`config.mk`:
```
export PLATFORM = sky130hd
export DESIGN_NAME = l2_write_buffer
export DESIGN_NICKNAME = d
export VERILOG_FILES = /design/src/rtl/l2_write_buffer.sv
export SDC_FILE = /design/constraint.sdc
export NUM_CORES = 2
export LEC_CHECK = 0
export BUFFER_PORTS_ARGS = -buffer_cell sky130_fd_sc_hd__buf_2
export CORE_MARGIN = 10
export CORE_UTILIZATION = 54
export CTS_BUF_LIST = sky130_fd_sc_hd__clkbuf_4 sky130_fd_sc_hd__clkbuf_8
export DETAILED_ROUTE_END_ITERATION = 8
export GPL_ROUTABILITY_DRIVEN = 0
export MAX_ROUTING_LAYER = met4
export PLACE_DENSITY_LB_ADDON = 0.05
export SETUP_SLACK_MARGIN = 0.3
export SLEW_MARGIN = 40
export SYNTH_ARGS = -nofsm -noshare
export SYNTH_HDL_FRONTEND = slang
export SYNTH_SLANG_ARGS = --single-unit
```
`constraint.sdc`:
```
create_clock -name clk -period 11.1 [get_ports clk]
set_clock_uncertainty 0.1 [all_clocks]
set_input_delay 2.775 -clock clk [delete_from_list [all_inputs] [get_ports clk]]
set_output_delay 2.775 -clock clk [all_outputs]
set_load 0.01 [all_outputs]
```
`src/rtl/l2_write_buffer.sv`:
```
// Posted-write buffer between the L2 memory port and main memory: evictions are
// queued and drained in the background, and reads that hit a queued block are forwarded.
module l2_write_buffer #(
    parameter int DEPTH = 4
) (
    input  logic                    clk,
    input  logic                    reset,
    input  logic                    up_read,
    input  logic                    up_write,
    input  logic [27:0]             up_addr,
    input  logic [127:0]            up_wdata,
    output logic [127:0]            up_rdata,
    output logic                    up_ready,
    output logic                    mem_read,
    output logic                    mem_write,
    output logic [27:0]             mem_addr,
    output logic [127:0]            mem_wdata,
    input  logic [127:0]            mem_rdata,
    input  logic                    mem_ready,
    output logic [$clog2(DEPTH):0]  buf_count,
    output logic                    buf_empty
);

    localparam int PW = $clog2(DEPTH);
    localparam int CW = PW + 1;

    typedef enum logic [1:0] {IDLE, READ, DRAIN} state_t;

    state_t           state, state_next;
    logic [DEPTH-1:0] valid;
    logic [27:0]      addr_q [DEPTH];
    logic [127:0]     data_q [DEPTH];
    logic [PW-1:0]    head, tail;
    logic [CW-1:0]    count;

    logic             hit;
    logic [PW-1:0]    hit_idx;
    logic             is_write, is_read, full;
    logic             wr_merge, wr_push, rd_fwd, rd_miss, rd_done, pop;
    logic             launch_read, launch_drain;

    // Walk from oldest to youngest so the last match seen is the youngest one.
    always_comb begin
        hit     = 1'b0;
        hit_idx = '0;
        for (int k = 0; k < DEPTH; k++) begin
            if (valid[head + PW'(k)] && (addr_q[head + PW'(k)] == up_addr)) begin
                hit     = 1'b1;
                hit_idx = head + PW'(k);
            end
        end
    end

    assign is_write = up_write;
    assign is_read  = up_read && !up_write;
    assign full     = (count == CW'(DEPTH));
    // The in-flight head already has its data latched into mem_wdata, so it never merges.
    assign wr_merge = is_write && hit && !((state == DRAIN) && (hit_idx == head));
    assign wr_push  = is_write && !wr_merge && !full;
    assign rd_fwd   = is_read && hit;
    assign rd_miss  = is_read && !hit;
    assign rd_done  = (state == READ) && mem_ready;
    assign pop      = (state == DRAIN) && mem_ready;

    // NOTE: every output of a combinational block gets a default first; otherwise a latch is inferred.
    always_comb begin
        up_ready = 1'b0;
        up_rdata = '0;
        if (!reset) begin
            if (wr_merge || wr_push) begin
                up_ready = 1'b1;
            end else if (rd_fwd) begin
                up_ready = 1'b1;
                up_rdata = data_q[hit_idx];
            end else if (rd_miss && rd_done) begin
                up_ready = 1'b1;
                up_rdata = mem_rdata;
            end
        end
    end

    always_comb begin
        state_next   = state;
        launch_read  = 1'b0;
        launch_drain = 1'b0;
        case (state)
            IDLE: begin
                if (rd_miss) begin
                    launch_read = 1'b1;
                    state_next  = READ;
                end else if (count != '0) begin
                    launch_drain = 1'b1;
                    state_next   = DRAIN;
                end
            end
            READ, DRAIN: begin
                if (mem_ready) state_next = IDLE;
            end
            default: state_next = IDLE;
        endcase
    end

    // NOTE: sequential state uses non-blocking assignments so every flop samples pre-edge values.
    always_ff @(posedge clk or posedge reset) begin
        if (reset) begin
            state     <= IDLE;
            mem_read  <= 1'b0;
            mem_write <= 1'b0;
            mem_addr  <= '0;
            mem_wdata <= '0;
            valid     <= '0;
            head      <= '0;
            tail      <= '0;
            count     <= '0;
        end else begin
            state <= state_next;
            if (launch_read) begin
                mem_read <= 1'b1;
                mem_addr <= up_addr;
            end else if (launch_drain) begin
                mem_write <= 1'b1;
                mem_addr  <= addr_q[head];
                // A merge into the head in the launch cycle must reach memory, not the stale data.
                mem_wdata <= (wr_merge && (hit_idx == head)) ? up_wdata : data_q[head];
            end else if (rd_done || pop) begin
                mem_read  <= 1'b0;
                mem_write <= 1'b0;
            end
            if (pop) begin
                valid[head] <= 1'b0;
                head        <= head + PW'(1);
            end
            if (wr_push) begin
                valid[tail] <= 1'b1;
                tail        <= tail + PW'(1);
            end
            count <= count + CW'(wr_push) - CW'(pop);
        end
    end

    // NOTE: the entry storage has no reset; the valid bits alone decide what is live.
    always_ff @(posedge clk) begin
        if (wr_push) begin
            addr_q[tail] <= up_addr;
            data_q[tail] <= up_wdata;
        end else if (wr_merge) begin
            data_q[hit_idx] <= up_wdata;
        end
    end

    assign buf_count = count;
    assign buf_empty = (count == '0);

endmodule

```
* Word-level counts from Yosys, hierarchy flattened
Memory sizes are Yosys's and may differ from the RTL's. A register that Yosys moved wholly into a read port is not among the register bits. Index checks and enable logic that the tools add are counted.
Operators by class: mux-type cells 54, bitwise gates (word level) 5, $add $sub $neg 6, magnitude comparators 7, eq/ne operators 12, reductions and logical operators 36
Operators with widths (count):
- 2-to-1 mux 128 bit | 6
- OR reduction 128 bit | 1
- == test 28 bit | 4
- 2-to-1 mux 28 bit | 2
- 2-to-1 mux 1 bit | 29
- logical AND 1 bit | 17
- 2-to-1 mux 2 bit | 8
- less-than comparator 2 x 3 -> 1 bit, second input constant | 5
- binary-select mux 1 bit (select 2 bit) | 4
- 2-to-1 mux 4 bit | 2
- AND reduction 2 bit | 4
- nonzero test 2 bit | 3
- logical NOT 1 bit | 5
- adder 2 x 1 -> 2 bit, second input constant | 2
- adder 2 bit, second input constant | 2
- bitwise AND 4 bit | 1
- demux 1 bit (select 2 bit) | 2
- == test 2 bit | 2
- >= comparator 2 x 1 -> 1 bit, second input constant | 2
- inequality test 2 bit, second input constant | 2
- NOT 4 bit | 1
- OR 4 bit | 1
- one-hot mux 2 bit (2 select lines) | 1
- adder 3 x 1 -> 3 bit | 1
- 12 further kinds | 13
Word-level totals: word-level logic and storage cells 132, bits of input ports 289, bits in registers 172, RAM bits 624, memories 2, output and inout port bits 291
Memories:
- data_q | depth 4, bits a word 128, rd ports 2, clocked after memory_dff 1, wr ports 1, RTL line 32 | logic [127:0] data_q [DEPTH];
- addr_q | depth 4, bits a word 28, rd ports 4, clocked after memory_dff 0, wr ports 1, RTL line 31 | logic [27:0] addr_q [DEPTH];

* Depth between registers and ports, before layout
depth in word-level cells 18, mapped depth 28, gate-level depth less buffers 18

* Worst setup path before layout
Ideal clock, no wire load.
path kind input to register, start input port up_addr[4], end memory data_q[1][0], enable pin, slack -1.706 ns, library setup time 0.671 ns, stages on the path 12, data required time 10.329 ns, path buffers 3, arrival 12.035 ns, cells stage by stage clkbuf_1 > o21ai_0 > nor4_1 > nor2_1 > or4_1 > o32a_1 > a311o_1 > buf_4 > mux2i_1 > or2_1 > buf_6 > mux2i_1
On the way: word-level cells in the longest chain between the ends 17, elaborated cells on any way between the ends 32, those cells by class eq/ne: 5; mux: 15; reduce/logical: 12
Ends and longest elaborated chain:
- from (decl) | RTL line 10 | input logic [27:0] up_addr,
- == test 28 bit | RTL line 47 | if (valid[head + PW'(k)] && (addr_q[head + PW'(k)] == up_addr)) begin
- logical AND 1 bit | RTL line 47
- 2-to-1 mux 2 bit (4 in series) | RTL line 47
- == test 2 bit
- logical AND 1 bit | RTL line 58 | assign wr_merge = is_write && hit && !((state == DRAIN) && (hit_idx == head));
- logical NOT 1 bit | RTL line 58
- logical AND 1 bit | RTL line 58
- logical NOT 1 bit | RTL line 59 | assign wr_push = is_write && !wr_merge && !full;
- logical AND 1 bit (2 in series) | RTL line 59
- 2-to-1 mux 1 bit | RTL line 143 | if (wr_push) begin
- 2-to-1 mux 1 bit (not written as such) | RTL line 147 | data_q[hit_idx] <= up_wdata;
- OR reduction 128 bit (no source line)
- 2-to-1 mux 2 bit (no source line) / 2-to-1 mux 1 bit (equally long branches)
- to (decl) | RTL line 32
Several ways; a longest one is shown, not always the timed one.

* Worst setup path after layout
start register head[1], end output port up_ready
On the way: word-level cells in the longest chain between the ends 17, elaborated cells on any way between the ends 45, those cells by class add/sub: 3; eq/ne: 5; mux: 20; reduce/logical: 16; memory: 1
Ends and longest elaborated chain:
- from (decl) | RTL line 33 | logic [PW-1:0] head, tail;
- from (signal assigned) | RTL line 131 | head <= head + PW'(1);
- adder 2 x 1 -> 2 bit, or another cell as far along | RTL line 47, 49
- memory read (4 x 28 bit), or another cell as far along
- == test 28 bit, or another cell as far along | RTL line 47
- logical AND 1 bit / 2-to-1 mux 2 bit (equally long branches) | RTL line 47
- 2-to-1 mux 2 bit (3 in series) | RTL line 47
- == test 2 bit
- logical AND 1 bit | RTL line 58
- logical NOT 1 bit | RTL line 58
- logical AND 1 bit | RTL line 58
- logical NOT 1 bit | RTL line 59
- logical AND 1 bit (2 in series) | RTL line 59
- logical OR 1 bit | RTL line 70 | if (wr_merge || wr_push) begin
- 2-to-1 mux 1 bit * | RTL line 70
- 2-to-1 mux 1 bit * | RTL line 69 | if (!reset) begin
- to (decl) | RTL line 13 | output logic up_ready,
Every way passes the cells marked *; elsewhere a longest branch is shown, timed or not. The select of a mux whose other input is x is not followed.

==> results.yml <==
detailed_routing:
  vias: 28400
  number_of_vias_per_cell_after_detailed_routing: 6.27
  drc: 0
  postRouteWirelength_mm: 135
  drc_violation_total_after_the_first_tritonroute_iteration: 2528
  wl_per_cell_um: 29.7
  drt_pre_antenna_iters: 6
  drt.antenna.violating_nets: 0
min_path:
  min_path_type: "flip-flop to flip-flop"
sta:
  rsz0062_at_grt: "false"
  maxClockFrequency_mhz: 96.4
  period_share_pct: 93.5
  fin_hold_ws_ps: 401
  relSlewSlack_pct: 38.2
  finalMaxSlewViolations: 0
  report.final.setup_viol: 0
  final.min_clock_period_ps: 10380
  tightest_slew_ps: 926
  final-hold-violation-count: 0
  setup-tns-final_ps: 0
floorplan:
  die_width_um: 307
  core_region_area_mm2: 0.0818
  fp.dieArea_mm2: 0.0941
  floorplan.initialDensity_pct: 54.3
  io-pin-count: 580
  floorplan.rows: 105
  floorplan.die.height_um: 307
setup_path:
  critical_path_arrival_ps: 7500
  crit_path_top_delay_cell: "dfrtp_4"
  cp-start-kind: "flip-flop"
  timing_worst_setup_path_type: "flip-flop to primary output"
  critPathMaxStageDelay_ps: 800
  timing.critical_path.cells: "inv_1, ha_4, buf_4, mux4_2, xnor2_1, nand3_1, or4_1, o32a_1, a311o_2, mux2i_1, or2_1, a21oi_1, buf_2"
  critPathMaxFanout: 41
  timing.critical_path.max_delay_family: "compound AO/OA/AOI/OAI gates"
  cp-end-kind: "primary output"
  worst-path-buf-inv: 3
  worstPathRequired_ps: 8230
placement:
  numPortBuffers: 579
  dp_hpwl_mm: 86.9
  dpl.cell_count: 4198
  placement.cell_area_mm2: 0.0483
final_layout:
  regArea_mm2: 0.0269
  final_layout_size_suffix_gt1_share_pct: 42.7
  finalInstanceArea_mm2: 0.0519
  stdcell_count: 4534
  final_core_utilization_pct: 63.4
  nFillCells: 6046
  multi_input_comb_area_mm2: 0.0164
  area_delta_synth_final_pct: 16.9
  final_net_count: 3592
pwr:
  cellLeakagePower_nw: 18.5
  powerDensity_mw_per_mm2: 270
  max-vdd-ir-drop_mv: 0.192
yosys:
  synth.top_cells.by_area: "edfxtp_1 51%, mux4_2 10%, dfrtp_1 9.7%"
  synthDominantAreaCellType: "edfxtp_1"
  synthMostInstantiatedCell: "edfxtp_1"
  syn_nets: 3008
  synth-async-reset-ratio_pct: 18.6
  yosys_warnings: 0
  synth_area_per_cell_um2: 16.4
  seq_total_area_yosys_pct: 60.5
  synth_edf_count: 752
  ys_types: 76
  yosys-top-cells-count: "752 x edfxtp_1, 334 x mux2_2, 213 x mux2i_1"
  synth-main-ff-cell: "edfxtp_1"
  synth-seq-cells: 924
  synth.top_cell.area_share_pct: 50.8
  syn_area_mm2: 0.0444
  synthCells: 2705
global_routing:
  grt_pass1_wl_mm: 197
  global_route.overflow_total: 0
  first_global_vias: 29800
  track_usage_pct: 28.8
  pin_count_of_the_biggest_net_entering_global_routing: 129
  number_of_antenna_violations_at_the_first_check_in_global_routing: 44
clocking:
  maximum_clock_insertion_buffer_count: 3
  ctsRootBufferMaster: "clkbuf_8"
  cts-buffers-inserted: 156
  post-cts-setup-buffers: 0
  cts_hold_buffers: 0
  htree_levels: 4
  clock_latency_of_the_later_clocked_register_in_the_worst_skew_pair_ps: 830
  cts-resized-gates: 0
  clock-sinks: 924
  tritoncts: "done"
  clk_pin_slew_worst_paths_ps: 50
status:
  run_status: "complete, no violations"
run:
  max_capacitance_violation_count: 0
[metal layers]
metal	part of all wire (%)	wire length, um	GRT usage, %	vias to the layer above
li1	-	-	-	12200
met1	38	51400	34.8	14600
met2	49	66400	45.7	1293
met3	8.2	11000	7.28	334
met4	4.4	5900	12.8	0
met5	0	0	-	-
[report_power, final]
| group | internal [mW] | leakage, nW | switching [mW] |
|---|---|---|---|
| Sequential | 4.85 | 8.96 | 0.488 |
| Combinational | 2.44 | 7.77 | 2.93 |
| Clock | 1.88 | 1.82 | 1.42 |
[cell usage in the layout (no fill, tap or decap), types with 5 or more instances in the layout]
cell type  netlist  final
mux4_2         205    205
bufinv_16        0      8
o22ai_1          5      5
buf_12           0     15
nor4_1          12     11
mux2_1          59     59
buf_2           36    579
diode_2          0     42
and3_1          13     13
nor2_1          24     23
o21ai_1         93     92
and2_1          27     27
a221o_1         29     29
a21oi_1         12     12
o2111ai_1        7      7
a22oi_1        133    133
mux2i_1        213    211
clkbuf_4         0     57
buf_6           24      7
nor3_1           7      6
nand2_1         34     34
clkinv_1         0     20
nand2b_1        10     10
o21ai_0         55     55
inv_8            0      6
clkinv_2         0     12
dfrtp_1        172    169
nand3_1         21     21
mux2_2         334    334
nor4bb_1         6      6
edfxtp_1       752    752
clkbuf_8         0    181
nand4_1         29     29
buf_4           21     25
xor2_1          10     10
ha_1            13     12
inv_1           25     23
xnor2_1        111    111
[cell families (layout without fill, tap and decap cells)]
group           count (synthesis)  count (layout)  synth area share, %
buf+inv                       229             946                 2.67
compound gates                389             389                 5.99
flops                         924             924                 60.5
mux                           811             811                 25.2
other cells                     0              42                    0
fa+ha+maj                      14              14                0.411
xor+xnor                      121             121                 2.39
simple gates                  217             217                 2.86
[area by class of cell]
type	count	share of cell area, %
antenna	42	0.202
sequential	924	51.8
multi-input combinational	1552	31.7
timing repair buffer	630	6.89
inverter	25	0.210
clock buffer	238	5.62
clock inverter	53	1.01
tap	1070	2.58
[metrics by stage]
step | setup WS [ps] | total power, mW
after global placement | 1330 | 10.6
after floorplan | -1710 | 9.03
after detailed placement | 1390 | 10.7
after CTS | 755 | 14.1
after global routing | 477 | 14.6
final | 722 | 14.0
[final timing paths]
| path | to | slack (ps) | cells past startpoint | start |
|---|---|---|---|---|
| worst min register to register | flip-flop | 400 | 1 | flip-flop |
| worst max register to register | data_q[3][100] | 2760 | 14 | head[1] |
| min in group asynchronous | mem_addr[19] | 2050 | 2 | reset |
| worst min-delay path | flip-flop | 400 | 1 | flip-flop |
| max in group asynchronous | asynchronous set/reset pin | 7490 | 3 | reset |
| worst max-delay path | up_ready | 720 | 13 | head[1] |
Note: power is estimated with default switching activity, not from simulation.
